**src/rtl/garage_door_supervisor_pkg.sv**
```systemverilog
// garage_door_pkg: shared state encoding and direction constants for the garage door supervisor
package garage_door_pkg;

    typedef enum logic [2:0] {
        INIT    = 3'd0,
        CLOSED  = 3'd1,
        OPEN    = 3'd2,
        DEAD    = 3'd3,
        MV_UP   = 3'd4,
        MV_DN   = 3'd5,
        STOPPED = 3'd6,
        FAULT   = 3'd7
    } state_t;

    localparam logic DIR_UP = 1'b0;
    localparam logic DIR_DN = 1'b1;

endpackage

```
**src/rtl/garage_door_supervisor_req_edge_merge.sv**
```systemverilog
// req_edge_merge: rising-edge detect on both buttons, merged into one single-cycle press pulse
module req_edge_merge (
    input  logic CLK,
    input  logic RST,
    input  logic Remote_Req,
    input  logic Wall_Req,
    output logic press
);

    logic remote_q;
    logic wall_q;

    // previous button levels for edge detection
    always_ff @(posedge CLK) begin
        if (RST) begin
            remote_q <= 1'b0;
            wall_q   <= 1'b0;
        end else begin
            remote_q <= Remote_Req;
            wall_q   <= Wall_Req;
        end
    end

    assign press = (Remote_Req & ~remote_q) | (Wall_Req & ~wall_q);

endmodule

```
**src/rtl/garage_door_supervisor.sv**
```systemverilog
// garage_door_supervisor: door motor sequencer with dead-time, reversal, auto-close and travel timeout
module garage_door_supervisor
    import garage_door_pkg::*;
#(
    parameter int DEADTIME_CYC     = 4,
    parameter int AUTOCLOSE_CYC    = 16,
    parameter int MOVE_TIMEOUT_CYC = 64,
    parameter int CNT_W            = 8
) (
    input  logic CLK,
    input  logic RST,
    input  logic Remote_Req,
    input  logic Wall_Req,
    input  logic Obstruct,
    input  logic UP_Max,
    input  logic DN_Max,
    output logic UP_M,
    output logic DN_M,
    output logic Door_Open,
    output logic Fault
);

    state_t             state, state_n;
    logic               dir, dir_n;
    logic [CNT_W-1:0]   cnt, cnt_n;
    logic               press;
    logic               hold;

    req_edge_merge u_req (
        .CLK        (CLK),
        .RST        (RST),
        .Remote_Req (Remote_Req),
        .Wall_Req   (Wall_Req),
        .press      (press)
    );

    // state, direction and shared counter registers
    always_ff @(posedge CLK) begin
        if (RST) begin
            state <= INIT;
            dir   <= DIR_UP;
            cnt   <= '0;
        end else begin
            state <= state_n;
            dir   <= dir_n;
            cnt   <= cnt_n;
        end
    end

    // next-state, direction and counter; hold pins the counter at zero while blocked
    always_comb begin
        state_n = state;
        dir_n   = dir;
        hold    = 1'b0;
        case (state)
            INIT: begin
                if (UP_Max && DN_Max) state_n = FAULT;
                else if (UP_Max)      state_n = OPEN;
                else if (DN_Max)      state_n = CLOSED;
                else begin
                    state_n = STOPPED;
                    dir_n   = DIR_UP;
                end
            end
            CLOSED: begin
                if (press) begin
                    state_n = DEAD;
                    dir_n   = DIR_UP;
                end
            end
            OPEN: begin
                hold = Obstruct;
                if (press || (AUTOCLOSE_CYC != 0 && cnt == CNT_W'(AUTOCLOSE_CYC - 1) && !Obstruct)) begin
                    state_n = DEAD;
                    dir_n   = DIR_DN;
                end
            end
            DEAD: begin
                hold = (dir == DIR_DN) && Obstruct;
                if (!hold && cnt == CNT_W'(DEADTIME_CYC - 1)) state_n = (dir == DIR_UP) ? MV_UP : MV_DN;
            end
            MV_UP: begin
                if (UP_Max && DN_Max)                          state_n = FAULT;
                else if (UP_Max)                               state_n = OPEN;
                else if (press)                                state_n = STOPPED;
                else if (cnt == CNT_W'(MOVE_TIMEOUT_CYC - 1))  state_n = FAULT;
            end
            MV_DN: begin
                if (UP_Max && DN_Max) state_n = FAULT;
                else if (DN_Max)      state_n = CLOSED;
                else if (Obstruct) begin
                    state_n = DEAD;
                    dir_n   = DIR_UP;
                end
                else if (press)                                state_n = STOPPED;
                else if (cnt == CNT_W'(MOVE_TIMEOUT_CYC - 1))  state_n = FAULT;
            end
            STOPPED: begin
                if (press) begin
                    state_n = DEAD;
                    dir_n   = ~dir;
                end
            end
            FAULT: ;
        endcase
        cnt_n = (state_n != state || hold) ? '0 : (&cnt) ? cnt : cnt + 1'b1;
    end

    assign UP_M      = (state == MV_UP);
    assign DN_M      = (state == MV_DN);
    assign Door_Open = (state == OPEN);
    assign Fault     = (state == FAULT);

endmodule

```
**config.mk**
```make
export PLATFORM = sky130hd
export DESIGN_NAME = garage_door_supervisor
export DESIGN_NICKNAME = d
export VERILOG_FILES = /design/src/rtl/garage_door_supervisor_pkg.sv /design/src/rtl/garage_door_supervisor_req_edge_merge.sv /design/src/rtl/garage_door_supervisor.sv
export SDC_FILE = /design/constraint.sdc
export NUM_CORES = 1
export LEC_CHECK = 0
export CORE_MARGIN = 2
export CORE_UTILIZATION = 30
export DETAILED_ROUTE_END_ITERATION = 6
export PLACE_DENSITY_LB_ADDON = 0.25
export SYNTH_ARGS = -nofsm -noshare
export SYNTH_HDL_FRONTEND = slang
export SYNTH_SLANG_ARGS = --single-unit
```
**constraint.sdc**
```tcl
create_clock -name CLK -period 2.5 [get_ports CLK]
set_clock_uncertainty 0.05 [all_clocks]
set_input_delay 0.625 -clock CLK [delete_from_list [all_inputs] [get_ports CLK]]
set_output_delay 0.625 -clock CLK [all_outputs]
set_load 0.005 [all_outputs]
```
; Yosys cells after proc, flatten, opt, wreduce, memory -nomap -nowiden
; Index checks and enable logic that the tools add are counted.
[totals]
regBits = 14
inputBits = 7
elab_cells = 72
output_inout_bits = 4
[classes]
n_eq_ne = 20
mux = 26
addsub = 1
n_bitwise = 6
reduce_logical = 14
[op_table]
columns = cell, n
row1 = $mux 3, 13
row2 = $pmux 3 s6, 1
row3 = $ne 2x2->1 const B, 8
row4 = $eq 3x3->1 const B, 4
row5 = $mux 1, 10
row6 = $reduce_and 10->1, 1
row7 = $add 8x1->8 const B, 1
row8 = $eq 8x2->1 const B, 1
row9 = $eq 8x4->1 const B, 1
row10 = $eq 8x6->1 const B, 1
row11 = $reduce_and 8->1, 1
row12 = $eq 3x2->1 const B, 2
row13 = $pmux 1 s5, 1
row14 = $reduce_bool 5->1, 1
row15 = $logic_and 1x1->1, 4
row16 = $reduce_or 2->1, 2
row17 = $eq 3x1->1 const B, 1
row18 = $logic_not 3->1, 1
row19 = $ne 3x3->1, 1
row20 = $not 1->1, 3
row21 = $and 1x1->1, 2
row22 = $logic_not 1->1, 2
row23 = $logic_or 1x1->1, 2
row24 = $ne 2x1->1 const B, 1
row25 = other kinds (2), 2

; Logic depth before layout (Yosys ltp)
; Gate-level depths: netlist (run 1).
[depth]
depth_word = 11
ltp_mapped = 9
mapped_depth_nobuf = 9

; By module
; From an unflattened synthesis (run 1), not the netlist that was laid out.
[unflattened]
cells_unflattened = 152
hier_area_um2 = 1178.6
[modules_own_cells]
columns = module, cells_per_inst, n_inst, area_per_inst_um2
row1 = garage_door_supervisor, 145, 1, 1111.1
row2 = req_edge_merge, 7, 1, 67.6

; Worst setup path after synthesis (run 1)
; OpenSTA, ideal clock, no wires.
[synth_timing]
path_kind = input to register
start = in Remote_Req
end = reg cnt[6]
required_time_ps = 2362
path_buffers = 0
setup_slack_ps = 32
arrival_time_ps = 2331
stages = 6
setup_ps = 88
cell_sequence = nor2b_1 > or3_4 > a2111oi_2 > nand4_1 > a221o_2 > nor4_4
[synth_between]
elab_chain_len = 10
[synth_lines]
columns = element, line
row1 = "start, declared", garage_door_supervisor.sv:12  ; input logic Remote_Req,
row2 = $and 1x1->1 *, garage_door_supervisor_req_edge_merge.sv:24  ; assign press = (Remote_Req & ~remote_q) | (Wall_Req & ~wall_q);
row3 = $or 1x1->1 *, garage_door_supervisor_req_edge_merge.sv:24
row4 = $mux 3, garage_door_supervisor.sv:85  ; else if (press) state_n = STOPPED;
row5 = $mux 3, garage_door_supervisor.sv:91  ; else if (Obstruct) begin
row6 = $mux 3, garage_door_supervisor.sv:90  ; else if (DN_Max) state_n = CLOSED;
row7 = $mux 3, garage_door_supervisor.sv:89  ; if (UP_Max && DN_Max) state_n = FAULT;
row8 = $pmux 3 s6 *, garage_door_supervisor.sv:55  ; case (state)
row9 = $ne 3x3->1 *, garage_door_supervisor.sv:106  ; cnt_n = (state_n != state || hold) ? '0 : (&cnt) ? cnt : cnt + 1'b1;
row10 = $logic_or 1x1->1 *, garage_door_supervisor.sv:106
row11 = $reduce_or 2->1 (no source line) *, --
row12 = "end signal, assigned", garage_door_supervisor.sv:46  ; cnt <= cnt_n;
row13 = "end, declared", garage_door_supervisor.sv:25  ; logic [CNT_W-1:0] cnt, cnt_n;
; Every way passes the cells marked *; elsewhere a longest branch is shown, timed or not.
; A chain may end at the register's enable or synchronous reset.

; Worst setup path after layout (run 1)
[layout_timing]
start = in Remote_Req
end = reg cnt[5]
; Same word-level chain as after synthesis.

==> results of run 1 <==
-- state kept, by name (all words and copies together), names as in the netlist --
register	cells
cnt	8
dir	1
state	3
u_req.remote_q	1
u_req.wall_q	1
-- routing by layer --
metal / vias to the layer above / part of all wire / track usage
met5: - / 0 / 0
met1: 600 / 0.47 / 0.215
met2: 25 / 0.48 / 0.269
li1: 629 / - / -
met3: 6 / 0.036 / 0.0392
met4: 0 / 0.013 / 0.0434
-- kinds of logic (layout without fill, tap and decap cells) --
kind of cell | count (synthesis) | after routing | share of synthesized area
fa+ha+maj | 7 | 7 | 0.0750
simple gates | 68 | 68 | 0.362
xor+xnor | 3 | 3 | 0.0225
mux | 4 | 4 | 0.0354
compound gates | 36 | 36 | 0.233
flops | 14 | 14 | 0.240
buf+inv | 10 | 52 | 0.0322
-- worst reg2reg max path: stages (launching register included) --
cell and delay, ns:
dfxtp_2 0.37, inv_1 0.10, ha_2 0.22, mux2_2 0.31, a2111oi_4 0.37, nand4_1 0.17, a221o_2 0.49, a211oi_2 0.18
-- cells in the mapped netlist, drive strengths merged --
cell,n
a2111oi,1
a211oi,3
a21oi,5
a221o,1
a221oi,1
a2bb2oi,1
a311oi,1
a31o,1
a31oi,1
and2,2
and3,2
and3b,1
and4,2
clkbuf,2
dfxtp,14
ha,7
inv,8
mux2,1
mux2i,3
nand2,7
nand2b,2
nand3,2
nand4,3
nor2,15
nor2b,9
nor3,7
nor3b,4
nor4,4
nor4b,1
o2111a,1
o211a,2
o211ai,1
o21a,1
o21ai,6
o221ai,1
o311ai,1
o31ai,6
o32ai,1
o41ai,1
or2,3
or3,3
or4,1
xnor2,2
xor2,1
-- path summary, 6_finish.rpt --
kind | slack [ns] | depth (start not counted) | start | end
max | 0.06 | 7 | Remote_Req | cnt[5]$_SDFFE_PP0N_
min | 0.49 | 2 | dir$_SDFFE_PP0P_ | dir$_SDFFE_PP0P_
max reg2reg | 0.16 | 7 | state[0]$_SDFF_PP0_ | cnt[5]$_SDFFE_PP0N_
min reg2reg | 0.49 | 2 | dir$_SDFFE_PP0P_ | dir$_SDFFE_PP0P_
-- layout make-up --
type	instances	area (um2)
Fill cell	363	1980
Multi-Input combinational cell	118	961
Timing Repair Buffer	40	322
Sequential cell	14	285
Tap cell	48	60.1
Clock buffer	4	55.1
Inverter	8	30.0
-- repair_timing --
item,4_1_cts,5_1_grt
endpoints found under the setup margin,10,11
buffers inserted,1,0
gates resized for setup,24,8
pin swaps,13,3
-- power by group through the flow --
stage	registers (mW)	logic [mW]	clock network, mW
after detailed placement	0.311	0.880	0
after global placement	0.311	0.866	0
final	0.313	1.03	0.226
after floorplan	0.300	0.526	0
after global routing	0.318	1.13	0.249
after CTS	0.309	0.999	0.237
-- through the flow --
| step | area, um2 | setup TNS [ns] | worst slack, ns | hold WS [ns] |
|---|---|---|---|---|
| floorplan | 1170 | 0 | 0.0315 | 0.437 |
| global placement | 1540 | -3.28 | -0.486 | 0.476 |
| detailed placement | 1540 | -3.68 | -0.533 | 0.474 |
| CTS | 1690 | 0 | 0.00588 | 0.484 |
| global route | 1710 | -0.0864 | -0.0361 | 0.533 |
| finish | 1710 | 0 | 0.0569 | 0.489 |
==> flow_metrics.tcl, run 1 <==
set metrics [dict create \
    rsz0062_at_grt "true" \
    path_cells "dlygate4sd2_1 -> nor2b_4 -> or3_4 -> a2111oi_4 -> nand4_1 -> a221o_2 -> a211oi_2" \
    cts_made_buffers 3 \
    drcViolationCount 0 \
    start_util 0.316 \
    area_growth_pct 46.7 \
    layout.nets 199 \
    place_congestion 0.929 \
    setup_violations 0 \
    grt_max_degree 11 \
    clock_path_buffers 2 \
    ys_ff_latch 14 \
    crit_fanout 8 \
    first_global_vias 1253 \
    cts_sinks 14 \
    std_cell_rows 22 \
    syn_avg_cell_area_um2 8.22 \
    synth_area_leaders "dfxtp_1 (24%), ha_1 (7.5%), nor2_1 (4.8%)" \
    synth.net_count 156 \
    arrival_ns 2.56 \
    hold_path.class "flop to flop" \
    synth_top_area_share 0.240 \
    viasPerCell 5.43 \
    tightestPinTransition_ns 0.578 \
    diodes 0 \
    max-slew-margin-rel 0.609 \
    io_pins 11 \
    slew_violations 0 \
    synth_cells 142 \
    seqPwrFrac 0.199 \
    design.die.area_mm2 0.00441 \
    cp.required_ns 2.62 \
    totalPowerFinal_mw 1.57 \
    antenna_found_initial 0 \
    cp_top_family "compound AO/OA/AOI/OAI gates" \
    layout-drive-gt1-share 0.370 \
    overflow 0 \
    root_buffer "clkbuf_8" \
    internal_power_uw 905 \
    synth.largest_area_cell "dfxtp_1" \
    dpl.hpwl_mm 2.50 \
    die_h_um 66.4 \
    grtUsageTotal 0.164 \
    finalWirelength_mm 3.28 \
    utilization 0.464 \
    clkPwrFrac 0.144 \
    syn_area_mm2 0.00117 \
    final_cell_mix "buf_4 (30), nor2_1 (15), dfxtp_1 (12), inv_1 (8), nand2_1 (7)" \
    fin_crit_ns 2.44 \
    clock_latency_ns 0.25 \
    num_vias 1260 \
    ant_nets 0 \
    cts_tree "yes" \
    drt_iter0_markers 59 \
    core_mm2 0.00369 \
    power_density_mw_per_mm2 918 \
    die_w_um 66.4 \
    htree_levels 1 \
    ys_types 49 \
    ys_seq_area_frac 0.240 \
    fmax_mhz 409 \
    crit_slowest_cell "a221o_2" \
    drv_cap 0 \
    wl_per_cell_um 14.1 \
    ys_warn_count 0 \
    layout_commonest_cell "buf_4" \
    cp-end-kind "flop" \
    status "finished clean" \
    period_share 0.977 \
    ctsHoldBuffers 0 \
    port-buffer-count 10 \
    cp-start-kind "input port" \
    clk_pin_slew_ns 0.06 \
    vdd_ir_drop_max_uv 598 \
    power_switching_share 0.425 \
    placedCellCount 227 \
    drt-pass1-iter-count 4 \
    finalHoldViolCount 0 \
    leakage_nw 0.684 \
    p_sw_uw 668 \
    fin_cells 232 \
    combPwrFrac 0.657 \
    crit_buf_inv 1 \
    crit_path_max_incr_delay_ns 0.49 \
    worstSetupPathType "input port to flop" \
    grt_pass1_wl_mm 5.65 \
]
(Power assumes the default switching activity.)
==> inputs of run 2 (changes only) <==
--- a/config.mk
+++ b/config.mk
@@ -5,6 +5,8 @@
 export SDC_FILE = /design/constraint.sdc
 export NUM_CORES = 1
 export LEC_CHECK = 0
+export CELL_PAD_IN_SITES_DETAIL_PLACEMENT = 1
+export CELL_PAD_IN_SITES_GLOBAL_PLACEMENT = 2
 export CORE_MARGIN = 2
 export CORE_UTILIZATION = 30
 export DETAILED_ROUTE_END_ITERATION = 6
@@ -12,3 +14,4 @@
 export SYNTH_ARGS = -nofsm -noshare
 export SYNTH_HDL_FRONTEND = slang
 export SYNTH_SLANG_ARGS = --single-unit
+export TNS_END_PERCENT = 30
==> run 2 against run 1 <==
Effect of this change: critical path depth is 2 lower; maximum frequency is 0.99% lower; power is 9.4% higher; flip-flop and latch count stayed put; first-iteration DRC count is 56% lower; design area is 2.8% higher; utilization is 1.3 points higher; clock power is 5% higher; setup slack worse by 0.025 ns; sequential power is 3% lower; combinational power is 15% higher; critical path type is now flop to output pin; largest cell class unchanged; largest power group unchanged.
==> flow_metrics.tcl, run 2 (same netlist as run 1, synthesis figures left out) <==
set metrics [dict create \
    clk_pin_slew_ns 0.07 \
    worstSetupPathType "flop to output pin" \
    crit_slowest_cell "clkdlybuf4s50_1" \
    first_global_vias 1355 \
    viasPerCell 5.50 \
    design.die.area_mm2 0.00441 \
    leakage_nw 0.681 \
    diodes 0 \
    overflow 0 \
    grt_max_degree 10 \
    finalWirelength_mm 3.97 \
    antenna_found_initial 0 \
    clkPwrFrac 0.137 \
    path_cells "inv_2 -> ha_2 -> buf_4 -> nor2b_4 -> clkdlybuf4s50_1" \
    layout-drive-gt1-share 0.422 \
    setup_violations 0 \
    cts_tree "yes" \
    die_w_um 66.4 \
    largest_register_ffs 8 \
    max-slew-margin-rel 0.668 \
    rr_endpoint "state[1]$_SDFF_PP0_" \
    core_mm2 0.00369 \
    cp-start-kind "flop" \
    status "finished clean" \
    cp_top_family "buffers and inverters" \
    power_density_mw_per_mm2 978 \
    dpl.hpwl_mm 2.91 \
    root_buffer "clkbuf_8" \
    top_regs "cnt x8, state x3" \
    fmax_mhz 405 \
    hp-start "cnt[5]$_SDFFE_PP0N_" \
    reg2reg_from "state[0]$_SDFF_PP0_" \
    fin_crit_ns 2.47 \
    totalPowerFinal_mw 1.72 \
    area_growth_pct 50.8 \
    internal_power_uw 972 \
    vdd_ir_drop_max_uv 671 \
    crit_buf_inv 3 \
    r2r_cells 10 \
    reg2reg_slack_ns 0.17 \
    layout_commonest_cell "buf_4" \
    combPwrFrac 0.685 \
    cp.required_ns 1.82 \
    cp-end-kind "output pin" \
    power_switching_share 0.435 \
    hold_path.class "flop to flop" \
    drt-pass1-iter-count 4 \
    cts_sinks 14 \
    arrival_ns 1.79 \
    tightestPinTransition_ns 0.491 \
    wl_per_cell_um 16.9 \
    final_cell_mix "buf_4 (33), nor2_1 (15), dfxtp_1 (12)" \
    layout.nets 202 \
    cts_made_buffers 3 \
    drt_iter0_markers 26 \
    clock_latency_ns 0.25 \
    crit_cells 5 \
    crit_start "state[0]$_SDFF_PP0_" \
    whs_ns 0.537 \
    place_congestion 0.911 \
    rsz0062_at_grt "true" \
    grtUsageTotal 0.205 \
    ant_nets 0 \
    fill_cells 450 \
    die_h_um 66.4 \
    p_sw_uw 749 \
    period_share 0.987 \
    crit_fanout 4 \
    drv_cap 0 \
    htree_levels 1 \
    slew_violations 0 \
    drcViolationCount 0 \
    io_pins 11 \
    seqPwrFrac 0.177 \
    worstSetupEndpoint "Door_Open" \
    grt_pass1_wl_mm 6.72 \
    ctsHoldBuffers 0 \
    clock_path_buffers 2 \
    std_cell_rows 22 \
    port-buffer-count 10 \
    start_util 0.316 \
    finalHoldViolCount 0 \
    num_vias 1292 \
    crit_path_max_incr_delay_ns 0.52 \
    largest_register "cnt" \
]
==> run 2: per-stage QoR <==
| step | setup slack [ns] | instances | utilization | area [um2] | setup TNS (ns) |
|---|---|---|---|---|---|
| 5_1_grt | -0.0423 | 235 | 0.477 | 1760 | -0.0495 |
| 3_5_place_dp | -0.550 | 227 | 0.417 | 1540 | -4.11 |
| 4_1_cts | -0.0585 | 234 | 0.462 | 1700 | -0.0913 |
| 2_1_floorplan | 0.0315 | 142 | - | 1170 | 0 |
| 6_report | 0.0324 | 235 | 0.477 | 1760 | 0 |
| 3_3_place_gp | -0.475 | 227 | 0.417 | 1540 | -3.37 |
==> run 2: worst reg2reg max path, delay by kind of cell, from the launching register on <==
family,cells,cell delay [ns]
DFF,1,0.34
muxes,1,0.32
adders and majority gates,1,0.21
AOI/OAI and AO/OA,2,0.44
buffers and inverters,5,0.69
and+or+nand+nor,1,0.17
==> run 2: how the worst min path moves through the flow <==
| stage | endpoint | slack [ns] | cells past startpoint |
|---|---|---|---|
| 3_3_place_gp | dir$_SDFFE_PP0P_ | 0.49 | 2 |
| 5_1_grt | dir$_SDFFE_PP0P_ | 0.56 | 2 |
| 2_1_floorplan | dir$_SDFFE_PP0P_ | 0.44 | 2 |
| 3_5_place_dp | dir$_SDFFE_PP0P_ | 0.49 | 2 |
| 4_1_cts | dir$_SDFFE_PP0P_ | 0.52 | 2 |
| 6_report | cnt[5]$_SDFFE_PP0N_ | 0.54 | 2 |
==> run 2: timing repair <==
| item | in CTS | in global routing |
|---|---|---|
| setup endpoints to repair | 11 | 12 |
| resized for setup | 26 | 17 |
| pin swaps | 14 | 6 |
| setup buffers | 3 | 1 |
==> run 2: power by group through the flow <==
stage	Sequential, mW	Combinational, mW	Clock, mW
after floorplan	0.300	0.526	0
after global placement	0.301	0.918	0
after detailed placement	0.303	0.937	0
after CTS	0.301	1.10	0.243
after global routing	0.311	1.28	0.253
final	0.305	1.18	0.237
==> run 2: cell type report <==
class / instances / area [um2] / share of cell area
Inverter: 8 / 30.0 / 0.0171
Clock buffer: 4 / 55.1 / 0.0313
Multi-Input combinational cell: 118 / 998 / 0.567
Sequential cell: 14 / 283 / 0.161
Tap cell: 48 / 60.1 / 0.0341
Timing Repair Buffer: 43 / 334 / 0.190
==> run 2: per-layer routing <==
metal | vias to the layer above | wire length [um] | global-route usage
met5 | - | 0 | 0
met4 | 0 | 60 | 0.0663
met3 | 6 | 101 | 0.0273
met2 | 18 | 1890 | 0.333
met1 | 639 | 1920 | 0.277
li1 | 629 | - | -
